**config.mk**
```make
export PLATFORM = sky130hd
export DESIGN_NAME = bus_pack_upsize_flat
export DESIGN_NICKNAME = d
export VERILOG_FILES = /design/src/rtl/bus_pkg.sv /design/src/rtl/bus_pack_upsize_if.sv /design/src/rtl/bus_pack_out_reg.sv /design/src/rtl/bus_pack_upsize.sv /design/src/flat_wrapper.sv
export SDC_FILE = /design/constraint.sdc
export NUM_CORES = 1
export LEC_CHECK = 0
export ABC_AREA = 1
export ABC_CLOCK_PERIOD_IN_PS = 1900
export BUFFER_PORTS_ARGS = -buffer_cell sky130_fd_sc_hd__buf_4
export CAP_MARGIN = 15
export CORE_UTILIZATION = 50
export DETAILED_ROUTE_END_ITERATION = 7
export PLACE_DENSITY = 0.71
export SYNTH_ARGS = -nofsm -noshare
export SYNTH_HDL_FRONTEND = slang
export SYNTH_SLANG_ARGS = --single-unit
export TNS_END_PERCENT = 20
```
**constraint.sdc**
```tcl
create_clock -name clk -period 1.9 [get_ports clk]
set_input_delay 0.285 -clock clk [delete_from_list [all_inputs] [get_ports clk]]
set_output_delay 0.285 -clock clk [all_outputs]
set_load 0.02 [all_outputs]
```
**src/rtl/bus_pkg.sv**
```systemverilog
// rtl/bus_pkg.sv - shared lane geometry helpers and default stream widths
package bus_pkg;

    localparam int DEFAULT_IN_WIDTH = 8;
    localparam int DEFAULT_RATIO    = 4;

    function automatic int lane_idx_width(input int ratio);
        return (ratio <= 2) ? 1 : $clog2(ratio);
    endfunction

    function automatic int lane_offset(input int lane, input int in_width);
        return lane * in_width;
    endfunction

endpackage

```
**src/rtl/bus_pack_upsize_if.sv**
```systemverilog
// rtl/bus_pack_upsize_if.sv - narrow-in / wide-out valid-ready stream bundle
import bus_pkg::*;

interface bus_pack_upsize_if #(
    parameter int IN_WIDTH = DEFAULT_IN_WIDTH,
    parameter int RATIO    = DEFAULT_RATIO
);
    localparam int OUT_WIDTH = IN_WIDTH * RATIO;

    logic                 valid_i;
    logic                 ready_o;
    logic [IN_WIDTH-1:0]  data_i;
    logic                 last_i;
    logic                 valid_o;
    logic                 ready_i;
    logic [OUT_WIDTH-1:0] data_o;
    logic [RATIO-1:0]     keep_o;
    logic                 last_o;

    modport master (
        output valid_i, data_i, last_i, ready_i,
        input  ready_o, valid_o, data_o, keep_o, last_o
    );

    modport slave (
        input  valid_i, data_i, last_i, ready_i,
        output ready_o, valid_o, data_o, keep_o, last_o
    );
endinterface

```
**src/rtl/bus_pack_out_reg.sv**
```systemverilog
// rtl/bus_pack_out_reg.sv - registered output word with load-on-complete and clear-on-fire
import bus_pkg::*;

module bus_pack_out_reg #(
    parameter int IN_WIDTH = DEFAULT_IN_WIDTH,
    parameter int RATIO    = DEFAULT_RATIO
) (
    input  logic                         clk,
    input  logic                         rst,
    input  logic                         load,
    input  logic [IN_WIDTH*RATIO-1:0]    load_data,
    input  logic [RATIO-1:0]             load_keep,
    input  logic                         load_last,
    input  logic                         ready_i,
    output logic                         ready_o,
    output logic                         valid_o,
    output logic [IN_WIDTH*RATIO-1:0]    data_o,
    output logic [RATIO-1:0]             keep_o,
    output logic                         last_o
);
    // A load only happens on an accepted beat, so it never overwrites an unconsumed word.
    assign ready_o = ~valid_o | ready_i;

    always_ff @(posedge clk) begin
        if (rst) begin
            valid_o <= 1'b0;
            data_o  <= '0;
            keep_o  <= '0;
            last_o  <= 1'b0;
        end else if (load) begin
            valid_o <= 1'b1;
            data_o  <= load_data;
            keep_o  <= load_keep;
            last_o  <= load_last;
        end else if (valid_o && ready_i) begin
            valid_o <= 1'b0;
        end
    end

endmodule

```
**src/rtl/bus_pack_upsize.sv**
```systemverilog
// rtl/bus_pack_upsize.sv - packs RATIO narrow beats into one wide word with lane keep
import bus_pkg::*;

module bus_pack_upsize #(
    parameter int IN_WIDTH = DEFAULT_IN_WIDTH,
    parameter int RATIO    = DEFAULT_RATIO
) (
    input  logic              clk,
    input  logic              rst,
    bus_pack_upsize_if.slave  bus
);
    localparam int OUT_WIDTH = IN_WIDTH * RATIO;
    localparam int CW        = lane_idx_width(RATIO);

    logic [CW-1:0]        cnt;
    logic [OUT_WIDTH-1:0] acc;
    logic [RATIO-1:0]     acc_keep;
    logic [OUT_WIDTH-1:0] merge_data;
    logic [RATIO-1:0]     merge_keep;
    logic                 in_fire;
    logic                 complete;

    assign in_fire  = bus.valid_i && bus.ready_o;
    assign complete = in_fire && ((cnt == CW'(RATIO - 1)) || bus.last_i);

    always_comb begin
        merge_data = acc;
        merge_data[lane_offset(int'(cnt), IN_WIDTH) +: IN_WIDTH] = bus.data_i;
        merge_keep = acc_keep | (RATIO'(1) << cnt);
    end

    // Clearing the accumulator on completion keeps unfilled lanes of short words at zero.
    always_ff @(posedge clk) begin
        if (rst) begin
            cnt      <= '0;
            acc      <= '0;
            acc_keep <= '0;
        end else if (complete) begin
            cnt      <= '0;
            acc      <= '0;
            acc_keep <= '0;
        end else if (in_fire) begin
            cnt      <= cnt + CW'(1);
            acc      <= merge_data;
            acc_keep <= merge_keep;
        end
    end

    bus_pack_out_reg #(
        .IN_WIDTH (IN_WIDTH),
        .RATIO    (RATIO)
    ) u_out_reg (
        .clk       (clk),
        .rst       (rst),
        .load      (complete),
        .load_data (merge_data),
        .load_keep (merge_keep),
        .load_last (bus.last_i),
        .ready_i   (bus.ready_i),
        .ready_o   (bus.ready_o),
        .valid_o   (bus.valid_o),
        .data_o    (bus.data_o),
        .keep_o    (bus.keep_o),
        .last_o    (bus.last_o)
    );

endmodule
```
**src/flat_wrapper.sv**
```systemverilog
// flat-port wrapper written by rule: the top's interface ports become plain ports
module bus_pack_upsize_flat 
#(
    parameter int IN_WIDTH = DEFAULT_IN_WIDTH,
    parameter int RATIO    = DEFAULT_RATIO
)
  (clk, rst, bus_valid_i, bus_data_i, bus_last_i, bus_ready_i, bus_ready_o, bus_valid_o, bus_data_o, bus_keep_o, bus_last_o);
  bus_pack_upsize_if #(.IN_WIDTH(IN_WIDTH), .RATIO(RATIO)) bus_i ();
  input  logic clk;
  input  logic rst;
  input wire logic [$bits(bus_i.valid_i)-1:0] bus_valid_i;
  input wire logic [$bits(bus_i.data_i)-1:0] bus_data_i;
  input wire logic [$bits(bus_i.last_i)-1:0] bus_last_i;
  input wire logic [$bits(bus_i.ready_i)-1:0] bus_ready_i;
  output wire logic [$bits(bus_i.ready_o)-1:0] bus_ready_o;
  output wire logic [$bits(bus_i.valid_o)-1:0] bus_valid_o;
  output wire logic [$bits(bus_i.data_o)-1:0] bus_data_o;
  output wire logic [$bits(bus_i.keep_o)-1:0] bus_keep_o;
  output wire logic [$bits(bus_i.last_o)-1:0] bus_last_o;
  assign bus_i.valid_i = bus_valid_i;
  assign bus_i.data_i = bus_data_i;
  assign bus_i.last_i = bus_last_i;
  assign bus_i.ready_i = bus_ready_i;
  assign bus_ready_o = bus_i.ready_o;
  assign bus_valid_o = bus_i.valid_o;
  assign bus_data_o = bus_i.data_o;
  assign bus_keep_o = bus_i.keep_o;
  assign bus_last_o = bus_i.last_o;
  bus_pack_upsize #(.IN_WIDTH(IN_WIDTH), .RATIO(RATIO)) u_core (.clk(clk), .rst(rst), .bus(bus_i));
endmodule
```
* Yosys cells after proc, flatten, opt, wreduce, memory -nomap -nowiden
Index checks and enable logic that the tools add are counted.
** Word-level totals
- Bits in registers :: 76
- Input port bits :: 13
- Word-level logic and storage cells :: 25
** Cells by class
- Equal/unequal tests :: 1
- Bitwise gates (word level) :: 3
- Reductions and logical operators :: 6
- Mux-type cells :: 3
- Shift operators :: 3
- $add $sub $neg :: 2
** Operator list (count)
- negator 5 -> 33 bit :: 1
- variable shift 8 x 33 -> 32 bit (first input constant) :: 1
- indexed part select 8 x 33 -> 32 bit :: 1
- bitwise mux 32 bit :: 1
- bitwise OR 4 bit :: 1
- left shift 1 x 2 -> 4 bit (first input constant) :: 1
- logical AND 1 bit :: 3
- adder 2 x 1 -> 2 bit (second input constant) :: 1
- equality test 2 bit (second input constant) :: 1
- two-way mux 1 bit :: 2
- nonzero test 2 bit :: 1
- OR reduction 2 bit :: 1
- logical OR 1 bit :: 1
- NOT 1 bit :: 1
- bitwise OR 1 bit :: 1

* Longest topological paths before layout
- Depth in word-level cells :: 5
- Depth in mapped cells :: 11

* Hierarchy
From an unflattened synthesis, not the netlist that was laid out.
** Unflattened totals
- Cells, all modules :: 553
- Area total of the unflattened synthesis :: 3663.5 um2
** Modules (own cells, without submodules)
- bus_pack_upsize :: cells each 388, sequential area each 760.7 um2, times used 1, area an instance 2289.7 um2
- bus_pack_out_reg :: cells each 165, sequential area each 760.7 um2, times used 1, area an instance 1373.8 um2

* Worst setup path after synthesis
OpenSTA, ideal clock, no wires.
- Kind :: flip-flop to flip-flop
- Start point :: reg u_core.cnt[0]
- End point :: reg u_core.acc[18]
- Arrival time :: 1.624 ns
- Setup time :: 0.064 ns
- Stages on the path, launching flop included :: 10
- Slack :: 0.211 ns
- Buffers on the path :: 2
- Path through :: dfxtp_1 > buf_2 > inv_1 > ha_1 > buf_2 > nor2_2 > nand3_1 > nand2_1 > nor2_1 > nor2_1
** On the way
- Word-level cells in the longest chain between the ends :: 4
- Elaborated cells on any way between the ends :: 8
- Classes of those cells :: 1 x add/sub; 1 x eq/ne; 2 x shift; 1 x mux; 3 x reduce/logical
** Ends and longest elaborated chain
- start, declared :: line bus_pack_upsize.sv:15 : logic [CW-1:0] cnt;
- start signal, assigned :: line bus_pack_upsize.sv:43 : cnt <= cnt + CW'(1);
- branches (longest 4 deep; another with negator 5 -> 33 bit)
- end signal, assigned :: line bus_pack_upsize.sv:44 : acc <= merge_data;
- end, declared :: line bus_pack_upsize.sv:16 : logic [OUT_WIDTH-1:0] acc;
Several ways; the timed one is not identified.
A chain may end at the register's enable or synchronous reset.

* Worst setup path in the final report
- Start point :: reg u_core.cnt[1]
- End point :: reg u_core.acc[24]
The elaborated chain is that of the path after synthesis.

==> flow_metrics.py <==
metrics = {
    "detailed_routing": {
        "route.detailed.drc": 0,
        "dr.pass1.iters": 4,
        "routed_wirelength_um": 8307,
        "ant_nets": 0,
        "first_iter_violations": 259,
        "num_vias": 3570,
        "avgViaCountPerCell": 4.679,
        "wl_per_cell_um": 10.89,
    },
    "timing": {
        "slew_headroom": 0.6228,
        "post-route-min-period_ns": 1.725,
        "setup_viol": 0,
        "rsz0062_at_grt": "no",
        "tightestPinTransition_ns": 0.5643,
        "period_share": 0.9079,
        "drv_slew": 0,
        "tns_ns": 0,
        "fin_ws_ns": 0.1751,
        "whs_ns": 0.1254,
        "hold_viol": 0,
        "finClkSkew_ns": 0.008801,
        "fmax_mhz": 579.7,
    },
    "synth": {
        "synth_xor_xnor_area_share": 0,
        "yosys.cell_types.count": 21,
        "synth_top_family_by_area": "simple AND/OR/NAND/NOR gates",
        "yosysWarnings": 0,
        "syn_area_per_cell_sq_um": 6.186,
        "syn_inst": 612,
        "ys_seq_area_frac": 0.4019,
        "synth_fa_ha_area_frac": 0.02644,
        "muxShareOfSynthArea": 0,
        "syn_area_sq_mm": 0.003786,
        "syn-num-nets": 633,
        "synth_seq_cells": 76,
        "synth-simple-area-share": 0.4104,
        "synth-compound-area-share": 0.02875,
    },
    "setup_path": {
        "setup.worst_path.start_class": "flop",
        "cp_data_required_time_ns": 2.19,
        "r2r-start": "u_core.cnt[1]",
        "crit_fanout": 6,
        "crit_type": "reg2reg",
        "startpoint": "u_core.cnt[1]",
        "crit_path_end_kind": "flop",
        "critPathArrivalTime_ns": 2.01,
        "reg2reg_setup_slack_ns": 0.18,
    },
    "placed_design": {
        "gp_congestion": 0.9055,
        "pre_cts_ws_ns": 0.1810,
        "dpl.hpwl_um": 5708,
        "port-buffer-count": 51,
    },
    "power": {
        "internal_power_w": 0.002747,
        "combPwrFrac": 0.186,
        "switching_share": 0.2867,
        "irDropWorstVdd_mv": 0.5075,
        "pwr-share-clk": 0.360,
        "power_leakage_nw": 2.371,
        "power.density_mw_per_mm2": 857.6,
        "p_switching_w": 0.001104,
        "finalPower_w": 0.003851,
        "p_seq_frac": 0.454,
    },
    "clocking": {
        "cts_sinks": 76,
        "clk_transition_reported_paths_ns": 0.08,
        "cts_hold_buf": 0,
        "cts_buffers": 9,
        "cts_setup_buffers": 0,
        "cts_tree": "built",
        "h-tree-depth": 3,
        "worstSkewPairLatency_ns": 0.35,
        "cts-root-buf": "clkbuf_8",
        "cts_buffer_depth": 2,
    },
    "global_routing": {
        "antenna_found_initial": 0,
        "use_met3": 0.03232,
        "grt-ovfl-total": 0,
        "grt_use_met1": 0.2955,
        "grt_busiest_layer": "met2",
        "grtUsageTotal": 0.2290,
        "grt_pass1_vias": 3098,
        "grt_pass1_wl_um": 13990,
        "globalRouteMet2Util": 0.3846,
        "grt_max_degree": 55,
    },
    "die": {
        "ios": 52,
        "start_util": 0.5192,
        "die_w_um": 89.02,
        "dieArea_sq_mm": 0.007925,
        "die_height_um": 89.02,
        "core_area_sq_mm": 0.007292,
        "rows": 31,
    },
    "layout": {
        "drive_above_1_share": 0.1325,
        "syn_to_final_growth_pct": 18.61,
        "fin_nets": 680,
        "diodes": 0,
    },
    "worst_hold_path": {
        "hp-start": "rst",
        "hp-class": "in2reg",
    },
    "flow_run": {
        "drv_cap": 0,
    },
    "outcome": {
        "status": "finished, final reports clean",
    },
}
## final cells by class
class                   instances  area [sq um]
repair buffers                 63         485.5
flip-flops and latches         76          1523
multi-input cells             413          1773
well taps                      99         123.9
inverters                      96         360.3
clock buffers                  11         141.4
clock inverters                 5         83.83
fillers                       720          2801
## cell usage after synthesis (all sizes together)
library cell  instances  area, sq um
nand2               187        706.9
nor2                145        554.3
inv                  94        352.8
dfxtp                76         1521
nand3                43        227.7
buf                  25        133.9
o21ai                10        50.05
a21oi                 8        40.04
ha                    8        100.1
nand4                 8        50.05
nor3                  3        15.01
clkbuf                2        7.510
clkinv                2        7.510
a21boi                1        18.77
## power groups by stage
| stage | Sequential [W] | Combinational [W] | Clock, W |
|---|---|---|---|
| floorplan | 0.00185 | 0.000436 | 0 |
| global placement | 0.00178 | 0.000699 | 0 |
| detailed placement | 0.00179 | 0.000711 | 0 |
| CTS | 0.00175 | 0.000715 | 0.00141 |
| global route | 0.00176 | 0.000813 | 0.00148 |
| finish | 0.00175 | 0.000716 | 0.00138 |
## worst max-delay path, cell delays in order (launching register included)
cell	delay, ns
dfxtp_1	0.43
inv_1	0.13
ha_1	0.36
inv_1	0.15
nand3_1	0.17
o21ai_0	0.27
nor2_1	0.07
nor2_1	0.09
## per-layer routing
layer	vias to the layer above	share of wire
met5	-	0
met4	0	0.015
met3	12	0.034
met2	64	0.47
met1	1595	0.48
li1	1899	-
## state kept, by name, summed over array words and instances, names as in the netlist
name / flops
u_core.acc: 32
u_core.cnt: 2
u_core.u_out_reg.data_o: 32
u_core.u_out_reg.keep_o: 4
u_core.u_out_reg.last_o: 1
u_core.acc_keep: 4
u_core.u_out_reg.valid_o: 1
## logic make-up (layout without fill, tap and decap cells)
kind of cell               Yosys count  count (layout)
adders and majority gates            8               8
DFF                                 76              76
and+or+nand+nor                    386             386
buffers and inverters              123             175
AOI/OAI and AO/OA                   19              19
## cell usage in the layout, fill, tap and decap left out, drive strengths merged
cell type / instances
a21oi: 8
clkinv: 2
o21ai: 10
buf: 63
clkbuf: 11
nand2: 187
nand4: 8
nor3: 3
inv: 95
clkinvlp: 2
nand3: 43
nor2: 145
ha: 8
bufinv: 2
a21boi: 1
dfxtp: 76
## stage by stage
| step | area, sq um | cells | util |
|---|---|---|---|
| after floorplan | 3786 | 612 | - |
| after detailed placement | 4254 | 747 | 0.5834 |
| after CTS | 4479 | 763 | 0.6143 |
| after global routing | 4491 | 763 | 0.6158 |
| final | 4491 | 763 | 0.6158 |
| after global placement | 4254 | 747 | 0.5834 |
## path summary, 6_finish.rpt
check | to | depth (start not counted)
min reg2reg | u_core.acc_keep[3] | 2
max reg2reg | u_core.acc[24] | 7
max | u_core.acc[24] | 7
min | u_core.u_out_reg.keep_o[3] | 2
## timing repair
item	in CTS	in global routing
endpoints found under the setup margin	0	16
endpoints found under the hold margin	0	0
gates resized for setup	0	4
No activity file was read; power rests on OpenSTA's default activity.
